<file path="src/rtl/oam_dma_ctrl_pkg.sv">
// Shared constants and state encoding for the sprite OAM DMA engine.
// Bus widths, trigger/destination addresses and transfer length live here.
package oam_dma_ctrl_pkg;

    localparam int ADDR_WIDTH = 16;
    localparam int REG_WIDTH  = 8;
    localparam int XFER_LEN   = 256;

    localparam logic [ADDR_WIDTH-1:0] DMA_REG_ADDR  = 16'h4014;
    localparam logic [ADDR_WIDTH-1:0] OAM_DATA_ADDR = 16'h2004;

    localparam logic [7:0] LAST_IDX = 8'(XFER_LEN - 1);

    typedef enum logic [2:0] {
        S_IDLE  = 3'd0,
        S_HALT  = 3'd1,
        S_ALIGN = 3'd2,
        S_READ  = 3'd3,
        S_WRITE = 3'd4
    } dma_state_e;

endpackage

</file>
<file path="src/rtl/oam_dma_ctrl.sv">
// Sprite DMA engine: snoops a CPU write to $4014, stalls the CPU and
// copies one 256-byte page to OAMDATA, one read/write pair per byte.
module oam_dma_ctrl
    import oam_dma_ctrl_pkg::*;
(
    input  logic                  clk,
    input  logic                  reset,
    input  logic [ADDR_WIDTH-1:0] cpu_addr,
    input  logic [REG_WIDTH-1:0]  cpu_dout,
    input  logic                  cpu_rw_n,
    input  logic [REG_WIDTH-1:0]  mem_din,
    output logic                  rdy,
    output logic                  dma_active,
    output logic [ADDR_WIDTH-1:0] bus_addr,
    output logic [REG_WIDTH-1:0]  bus_dout,
    output logic                  bus_rw_n
);

    dma_state_e           state_q, state_d;
    logic [7:0]           page_q, page_d;
    logic [7:0]           idx_q, idx_d;
    logic [REG_WIDTH-1:0] latch_q, latch_d;
    logic                 parity_q;

    logic trigger;
    assign trigger = (cpu_addr == DMA_REG_ADDR) && !cpu_rw_n;

    // State and counter registers; parity free-runs to find the read-aligned cycle.
    always_ff @(posedge clk) begin
        if (reset) begin
            state_q  <= S_IDLE;
            page_q   <= '0;
            idx_q    <= '0;
            latch_q  <= '0;
            parity_q <= 1'b0;
        end else begin
            state_q  <= state_d;
            page_q   <= page_d;
            idx_q    <= idx_d;
            latch_q  <= latch_d;
            parity_q <= ~parity_q;
        end
    end

    // Next-state sequencing; the trigger is only honoured while idle.
    always_comb begin
        state_d = state_q;
        page_d  = page_q;
        idx_d   = idx_q;
        latch_d = latch_q;
        unique case (state_q)
            S_IDLE: begin
                if (trigger) begin
                    page_d  = cpu_dout;
                    idx_d   = '0;
                    state_d = S_HALT;
                end
            end
            S_HALT: begin
                state_d = parity_q ? S_ALIGN : S_READ;
            end
            S_ALIGN: begin
                state_d = S_READ;
            end
            S_READ: begin
                latch_d = mem_din;
                state_d = S_WRITE;
            end
            S_WRITE: begin
                if (idx_q == LAST_IDX) begin
                    state_d = S_IDLE;
                end else begin
                    idx_d   = idx_q + 8'd1;
                    state_d = S_READ;
                end
            end
            default: begin
                state_d = S_IDLE;
            end
        endcase
    end

    // Bus outputs decoded from registered state; idle values match reset.
    always_comb begin
        rdy        = 1'b1;
        dma_active = 1'b0;
        bus_addr   = '0;
        bus_dout   = '0;
        bus_rw_n   = 1'b1;
        unique case (state_q)
            S_IDLE: begin
            end
            S_HALT, S_ALIGN: begin
                rdy        = 1'b0;
                dma_active = 1'b1;
            end
            S_READ: begin
                rdy        = 1'b0;
                dma_active = 1'b1;
                bus_addr   = {page_q, idx_q};
            end
            S_WRITE: begin
                rdy        = 1'b0;
                dma_active = 1'b1;
                bus_addr   = OAM_DATA_ADDR;
                bus_dout   = latch_q;
                bus_rw_n   = 1'b0;
            end
            default: begin
            end
        endcase
    end

endmodule

</file>
<file path="config.mk">
export PLATFORM = sky130hd
export DESIGN_NAME = oam_dma_ctrl
export DESIGN_NICKNAME = d
export VERILOG_FILES = /design/src/rtl/oam_dma_ctrl_pkg.sv /design/src/rtl/oam_dma_ctrl.sv
export SDC_FILE = /design/constraint.sdc
export NUM_CORES = 1
export LEC_CHECK = 0
export CELL_PAD_IN_SITES_DETAIL_PLACEMENT = 1
export CELL_PAD_IN_SITES_GLOBAL_PLACEMENT = 1
export CORE_MARGIN = 10
export CORE_UTILIZATION = 29
export CTS_CLUSTER_SIZE = 20
export DETAILED_ROUTE_END_ITERATION = 8
export HOLD_SLACK_MARGIN = 0.08
export PLACE_DENSITY = 0.82
export SYNTH_ARGS = -nofsm -noshare
export SYNTH_HDL_FRONTEND = slang
export SYNTH_SLANG_ARGS = --single-unit
</file>
<file path="constraint.sdc">
create_clock -name clk -period 2 [get_ports clk]
set_input_delay 0.4 -clock clk [delete_from_list [all_inputs] [get_ports clk]]
set_output_delay 0.4 -clock clk [all_outputs]
set_load 0.05 [all_outputs]
</file>
==> results.toml, run 1 <==
[outcome]
run_status = "finished clean"

[die]
design.die.area_mm2 = 0.00806
io_pins = 62
core_area_mm2 = 0.00472
row_count = 25
fp.dieH_um = 89.8
die-width_um = 89.8
initial_core_util = 0.299

[pwr]
ir_drop_mv = 0.203
static-leakage-power_nw = 0.938
power_per_cell_area_mw_per_mm2 = 519
total_power_w = 0.00131

[sta]
slew_headroom = 0.700
totalNegativeSetupSlack_ns = 0
pin_slew_with_the_least_headroom_to_its_limit_ns = 0.444
min_period_over_period = 0.957
report.final.slew_viol_count = 0
finalSetupViolations = 0
final-hold-violation-count = 0
timing.clock.skew_ns = 0.00304
post-route-min-period_ns = 1.91
maxClockFrequency_mhz = 522
setup_repair_after_global_routing_missed_its_margin = "no"
post-route-worst-setup-slack_ns = 0.0859

[worst_setup_path]
timing.critical_path.to_type = "primary output"
worst_setup_path_start_kind = "flip-flop"
critical_path_fanouts_max = 14
critPathRequiredTime_ns = 1.60
timing_worst_setup_path_type = "flip-flop to primary output"
cp_data_arrival_time_ns = 1.51

[global_routing]
use_met1 = 0.154
number_of_antenna_violations_at_the_first_check_in_global_routing = 0
grtUsageMet3 = 0.0341
most_crowded_layer_gr = "met2"
pin_count_of_the_biggest_net_entering_global_routing = 17
grt.overflow.total = 0
first_global_vias = 1765
grtUsageMet2 = 0.231
grt_usage = 0.131
grt_first_pass_wirelength_um = 9020

[drt]
number_of_antenna_violating_nets_in_the_routed_design = 0
route.detailed.drc = 0
route.detailed.vias_per_inst = 5.02
avg_wl_per_cell_um = 16.4
via_count = 1600
drtPass1Iterations = 4
drt_first_iter_violations = 51
drt_wl_total_um = 5240

[clock_network]
cts.path.max_buffers = 2
tritoncts = "built"
cts_htree_levels = 1
tritoncts_num_sinks = 28
later_pin_clock_latency_in_the_skew_report_ns = 0.28
cts_made_buffers = 3
cts_setup_buffers = 0
clk_root_buffer_cell = "sky130_fd_sc_hd__clkbuf_8"
cts.clk_slew.worst_paths_ns = 0.10

[synth]
top_flip_flop_cell_by_instance_count_after_synthesis = "sky130_fd_sc_hd__dfxtp_1"
synth_area_mm2 = 0.00141
synth_fp_nets = 220
ys_seq_elements = 28
netlist-cell-type-count = 29
synth.avg_cell_area_um2 = 7.68
synth.yosys.seq_area_share = 0.397
number_of_enable_type_register_cells_in_the_synthesized_netlist = 0
postSynthCellCount = 184
synthArstFlopShare = 0
yosysWarningCount = 0
post-synth-top-area-cell = "sky130_fd_sc_hd__dfxtp_1"
yosysTopAreaCellShare = 0.397
synth_area_leaders = "sky130_fd_sc_hd__dfxtp_1, sky130_fd_sc_hd__nand2_1, sky130_fd_sc_hd__a21oi_1"

[placement]
globalplace.congestion = 0.821
placement.cell_area_mm2 = 0.00243
numPortBuffers = 61
preCtsSetupSlack_ns = -0.0824
hpwl_um = 4100

[layout]
syn_to_final_growth_pct = 78.3
final_design_area_no_fill_mm2 = 0.00252
fill_cells = 555
ant_diodes = 0
regArea_um2 = 567
multi_input_comb_area_um2 = 801
final_common_cell = "sky130_fd_sc_hd__clkdlybuf4s50_1"
commonest_cells_after_routing_fill_and_taps_aside = "sky130_fd_sc_hd__clkdlybuf4s50_1, sky130_fd_sc_hd__buf_12, sky130_fd_sc_hd__dfxtp_1"
final_core_util = 0.533
fin_nets = 289
share_of_cells_above_drive_strength_1 = 0.218

[job]
timing.max_cap.violations = 0

[min_path]
worst_hold_path_type = "flip-flop to flip-flop"
-- flip-flops by register name, summed over array words and instances (netlist names) --
signal    count
latch_q       8
page_q        8
parity_q      1
state_q       3
idx_q         8
-- through the flow --
stage,instances,hold slack (ns)
3_3_place_gp,315,0.394
5_1_grt,319,0.438
4_1_cts,319,0.415
6_report,319,0.414
2_1_floorplan,184,0.387
3_5_place_dp,315,0.400
-- final cells by class --
class / count / share of cell area
multi-input cells: 140 / 0.318
flip-flops and latches: 28 / 0.225
inverters: 4 / 0.00596
clock inverters: 1 / 0.0119
clock buffers: 3 / 0.0164
repair buffers: 76 / 0.389
well taps: 67 / 0.0333
-- cell usage after synthesis, drive strengths merged, types with 7 or more instances --
cell type / n
a21oi: 18
nand3: 14
clkbuf: 12
nor2: 7
nand2: 25
and2: 9
o211ai: 9
dfxtp: 28
o21ai: 15
and3: 13
-- routing by layer --
layer	part of all wire	routed length, µm
met2	0.51	2680
met4	0.0065	34
met5	0	0
met1	0.44	2290
met3	0.045	237
-- logic make-up after synthesis --
| group | after synthesis | share of synthesized area |
|---|---|---|
| simple gates | 89 | 0.345 |
| compound gates | 49 | 0.201 |
| flops | 28 | 0.397 |
| buf+inv | 16 | 0.0425 |
| xor+xnor | 1 | 0.00620 |
| fa+ha+maj | 1 | 0.00886 |
-- final timing paths --
path	from	to	slack (ns)	depth (start not counted)
worst max-delay path	state_q[0]	bus_dout[7]	0.09	4
worst min-delay path	parity_q	parity_q	0.41	1
worst max register to register	state_q[0]	idx_q[4]	0.34	5
worst min register to register	parity_q	parity_q	0.41	1
-- critical path, stage by stage (launching register included) --
cell	delay [ns]
sky130_fd_sc_hd__dfxtp_4	0.41
sky130_fd_sc_hd__nor3b_4	0.26
sky130_fd_sc_hd__buf_4	0.23
sky130_fd_sc_hd__and2_1	0.19
sky130_fd_sc_hd__buf_12	0.14
-- where the power goes --
group	leakage [nW]	internal, W	switching, W	total, W
clock	0.0357	0.000269	0.000196	0.000465
sequential	0.228	0.000568	0.0000188	0.000587
combinational	0.675	0.000137	0.000119	0.000256
total	0.938	0.000974	0.000334	0.00131
-- what timing repair did --
action,4_1_cts,5_1_grt
hold buffers,0,0
gates cloned,0,0
resized for setup,3,4
endpoints found under the setup margin,19,18
No activity file was read; power rests on OpenSTA's default activity.
==> inputs of run 2 (changes only) <==
--- a/config.mk
+++ b/config.mk
@@ -5,6 +5,7 @@
 export SDC_FILE = /design/constraint.sdc
 export NUM_CORES = 1
 export LEC_CHECK = 0
+export ABC_AREA = 1
 export CELL_PAD_IN_SITES_DETAIL_PLACEMENT = 1
 export CELL_PAD_IN_SITES_GLOBAL_PLACEMENT = 1
 export CORE_MARGIN = 10
@@ -12,7 +13,7 @@
 export CTS_CLUSTER_SIZE = 20
 export DETAILED_ROUTE_END_ITERATION = 8
 export HOLD_SLACK_MARGIN = 0.08
-export PLACE_DENSITY = 0.82
+export PLACE_DENSITY = 0.83
 export SYNTH_ARGS = -nofsm -noshare
 export SYNTH_HDL_FRONTEND = slang
 export SYNTH_SLANG_ARGS = --single-unit
==> run 2 against run 1 <==
  * Largest power group unchanged
  * Clock skew grew 0.0023 ns
  * Sequential cell count did not move
  * First-iteration DRC count is 2.0% lower
  * Highest routed layer unchanged
  * Synthesized cell count increased by 23%
  * Global-route usage is 0.40 points lower
  * Via count increased by 3.4%
==> results.toml, run 2 <==
[synth]
number_of_enable_type_register_cells_in_the_synthesized_netlist = 0
synth_area_leaders = "sky130_fd_sc_hd__dfxtp_1, sky130_fd_sc_hd__nor2_1, sky130_fd_sc_hd__inv_1"
synthArstFlopShare = 0
postSynthCellCount = 226
synth.most_common_cell = "sky130_fd_sc_hd__nor2_1"
top_flip_flop_cell_by_instance_count_after_synthesis = "sky130_fd_sc_hd__dfxtp_1"
ys_seq_elements = 28
synth_area_mm2 = 0.00150
synth.yosys.seq_area_share = 0.373
netlist-cell-type-count = 28
yosysTopAreaCellShare = 0.373
synthTopCellsByCount = "sky130_fd_sc_hd__nor2_1, sky130_fd_sc_hd__inv_1, sky130_fd_sc_hd__dfxtp_1"
synth_fp_nets = 262
post-synth-top-area-cell = "sky130_fd_sc_hd__dfxtp_1"
synth.avg_cell_area_um2 = 6.65
yosysWarningCount = 0

[clock_network]
cts_htree_levels = 1
cts_made_buffers = 3
tritoncts_num_sinks = 28
tritoncts = "built"
cts.path.max_buffers = 2
ctsHoldBuffers = 0
later_pin_clock_latency_in_the_skew_report_ns = 0.29
clk_root_buffer_cell = "sky130_fd_sc_hd__clkbuf_8"
cts.clk_slew.worst_paths_ns = 0.10

[global_routing]
first_global_vias = 1873
grt.overflow.total = 0
number_of_antenna_violations_at_the_first_check_in_global_routing = 0
grt_first_pass_wirelength_um = 8810
grt_usage = 0.127
pin_count_of_the_biggest_net_entering_global_routing = 24

[drt]
route.detailed.vias_per_inst = 4.58
drt_wl_total_um = 5400
route.detailed.drc = 0
drtPass1Iterations = 4
via_count = 1654
avg_wl_per_cell_um = 15.0
drt_first_iter_violations = 50
number_of_antenna_violating_nets_in_the_routed_design = 0

[sta]
slew_headroom = 0.821
timing.clock.skew_ns = 0.00529
finalSetupViolations = 0
min_period_over_period = 0.959
final-hold-violation-count = 0
post-route-min-period_ns = 1.92
maxClockFrequency_mhz = 521
pin_slew_with_the_least_headroom_to_its_limit_ns = 0.268
report.final.slew_viol_count = 0

[die]
design.die.area_mm2 = 0.00846
io_pins = 62
core_area_mm2 = 0.00507
initial_core_util = 0.296
fp.dieH_um = 92.0
die-width_um = 92.0
row_count = 26

[worst_setup_path]
critical_path_fanouts_max = 3
crit-reg2reg-launch = "idx_q[1]"
worst_path_dominant_cell_family = "simple AND/OR/NAND/NOR gates"
critPathRequiredTime_ns = 1.60
cp_data_arrival_time_ns = 1.52
worstPathCellList = "nand2_1 > nor2_4 > buf_4 > nor3_4 > inv_1 > buf_12"
crit_buf_inv = 3
critPathLaunch = "state_q[1]"
worst_setup_path_start_kind = "flip-flop"
crit_slowest_cell = "sky130_fd_sc_hd__dfxtp_1"
timing.critical_path.to_type = "primary output"
slowest_delay_ns = 0.35
timing_worst_setup_path_type = "flip-flop to primary output"

[pwr]
total_power_w = 0.00148
ir_drop_mv = 0.343
power_per_cell_area_mw_per_mm2 = 567
static-leakage-power_nw = 0.991

[layout]
commonest_cells_after_routing_fill_and_taps_aside = "sky130_fd_sc_hd__nor2_1, sky130_fd_sc_hd__clkdlybuf4s50_1, sky130_fd_sc_hd__inv_1"
fin_nets = 328
largestRegisters = "idx_q x8, latch_q x8, page_q x8"
share_of_cells_above_drive_strength_1 = 0.278
final_common_cell = "sky130_fd_sc_hd__nor2_1"
ant_diodes = 0
syn_to_final_growth_pct = 73.4
final_cells = 361

[placement]
globalplace.congestion = 0.787
numPortBuffers = 61
place_inst = 355
hpwl_um = 4170

[job]
timing.max_cap.violations = 0

[min_path]
worst_hold_path_type = "flip-flop to flip-flop"
hold_path_startpoint = "latch_q[1]"

[outcome]
run_status = "finished clean"
[run 2: changes by cell type after synthesis, sizes merged, moves of 4 or more]
| cell | change |
|---|---|
| nor2 | +64 |
| inv | +28 |
| and3 | -13 |
| clkbuf | -11 |
| and2 | -9 |
| o211ai | -9 |
| buf | +7 |
| nand2 | +5 |
| o21ai | +5 |
| nand3 | -4 |
[run 2: kinds of logic (layout without fill, tap and decap cells)]
family	Yosys count	in the layout	synth area share
buf+inv	41	106	0.120
fa+ha+maj	1	1	0.00833
flops	28	28	0.373
xor+xnor	1	1	0.00583
compound gates	39	39	0.139
simple gates	116	116	0.354
[run 2: path summary, 6_finish.rpt]
kind | depth (start not counted) | slack [ns] | endpoint
worst max register to register | 8 | 0.47 | idx_q[6]
worst min register to register | 2 | 0.46 | latch_q[1]
worst max-delay path | 6 | 0.08 | dma_active
worst min-delay path | 2 | 0.46 | latch_q[1]
[run 2: final cells by class]
| cell class | count | area [µm²] |
|---|---|---|
| repair buffers | 69 | 941 |
| clock buffers | 3 | 41.3 |
| clock inverters | 1 | 30.0 |
| multi-input cells | 157 | 813 |
| well taps | 70 | 87.6 |
| fillers | 631 | 2470 |
| inverters | 33 | 130 |
| flip-flops and latches | 28 | 563 |
[run 2: where the power goes]
group          internal, W  leakage [nW]  switching [W]
clock             0.000269        0.0357       0.000195
sequential        0.000589         0.227      0.0000287
combinational     0.000179         0.728       0.000218
total              0.00104         0.991       0.000442
[run 2: routing by layer]
metal | up-vias | GRT usage | share of wire
li1 | 829 | - | -
met1 | 768 | 0.127 | 0.41
met2 | 51 | 0.236 | 0.51
met3 | 6 | 0.0505 | 0.074
met4 | 0 | 0.0373 | 0.011
met5 | - | 0 | 0
[run 2: what timing repair did]
item	CTS	global route
buffers inserted	0	2
gates resized for setup	3	16
endpoints found under the setup margin	14	18
pin swaps	0	1
[run 2: worst register-to-register path: stages, from the launching register on]
cell and delay, ns:
sky130_fd_sc_hd__dfxtp_1 0.40, sky130_fd_sc_hd__ha_1 0.19, sky130_fd_sc_hd__nand2_1 0.12, sky130_fd_sc_hd__nor2_1 0.19, sky130_fd_sc_hd__inv_1 0.09, sky130_fd_sc_hd__o21ai_0 0.18, sky130_fd_sc_hd__nor2_1 0.07, sky130_fd_sc_hd__nor2_1 0.14
sky130_fd_sc_hd__nor2_2 0.06
[run 2: through the flow]
step	TNS (ns)	setup slack, ns	hold WS [ns]	utilization	area [µm²]
after global placement	0	0.141	0.407	0.487	2470
after floorplan	0	0.0502	0.393	-	1510
final	0	0.0819	0.457	0.514	2610
after CTS	0	0.0123	0.458	0.503	2550
after detailed placement	0	0.0693	0.444	0.487	2470
after global routing	-0.0116	-0.0116	0.473	0.514	2610
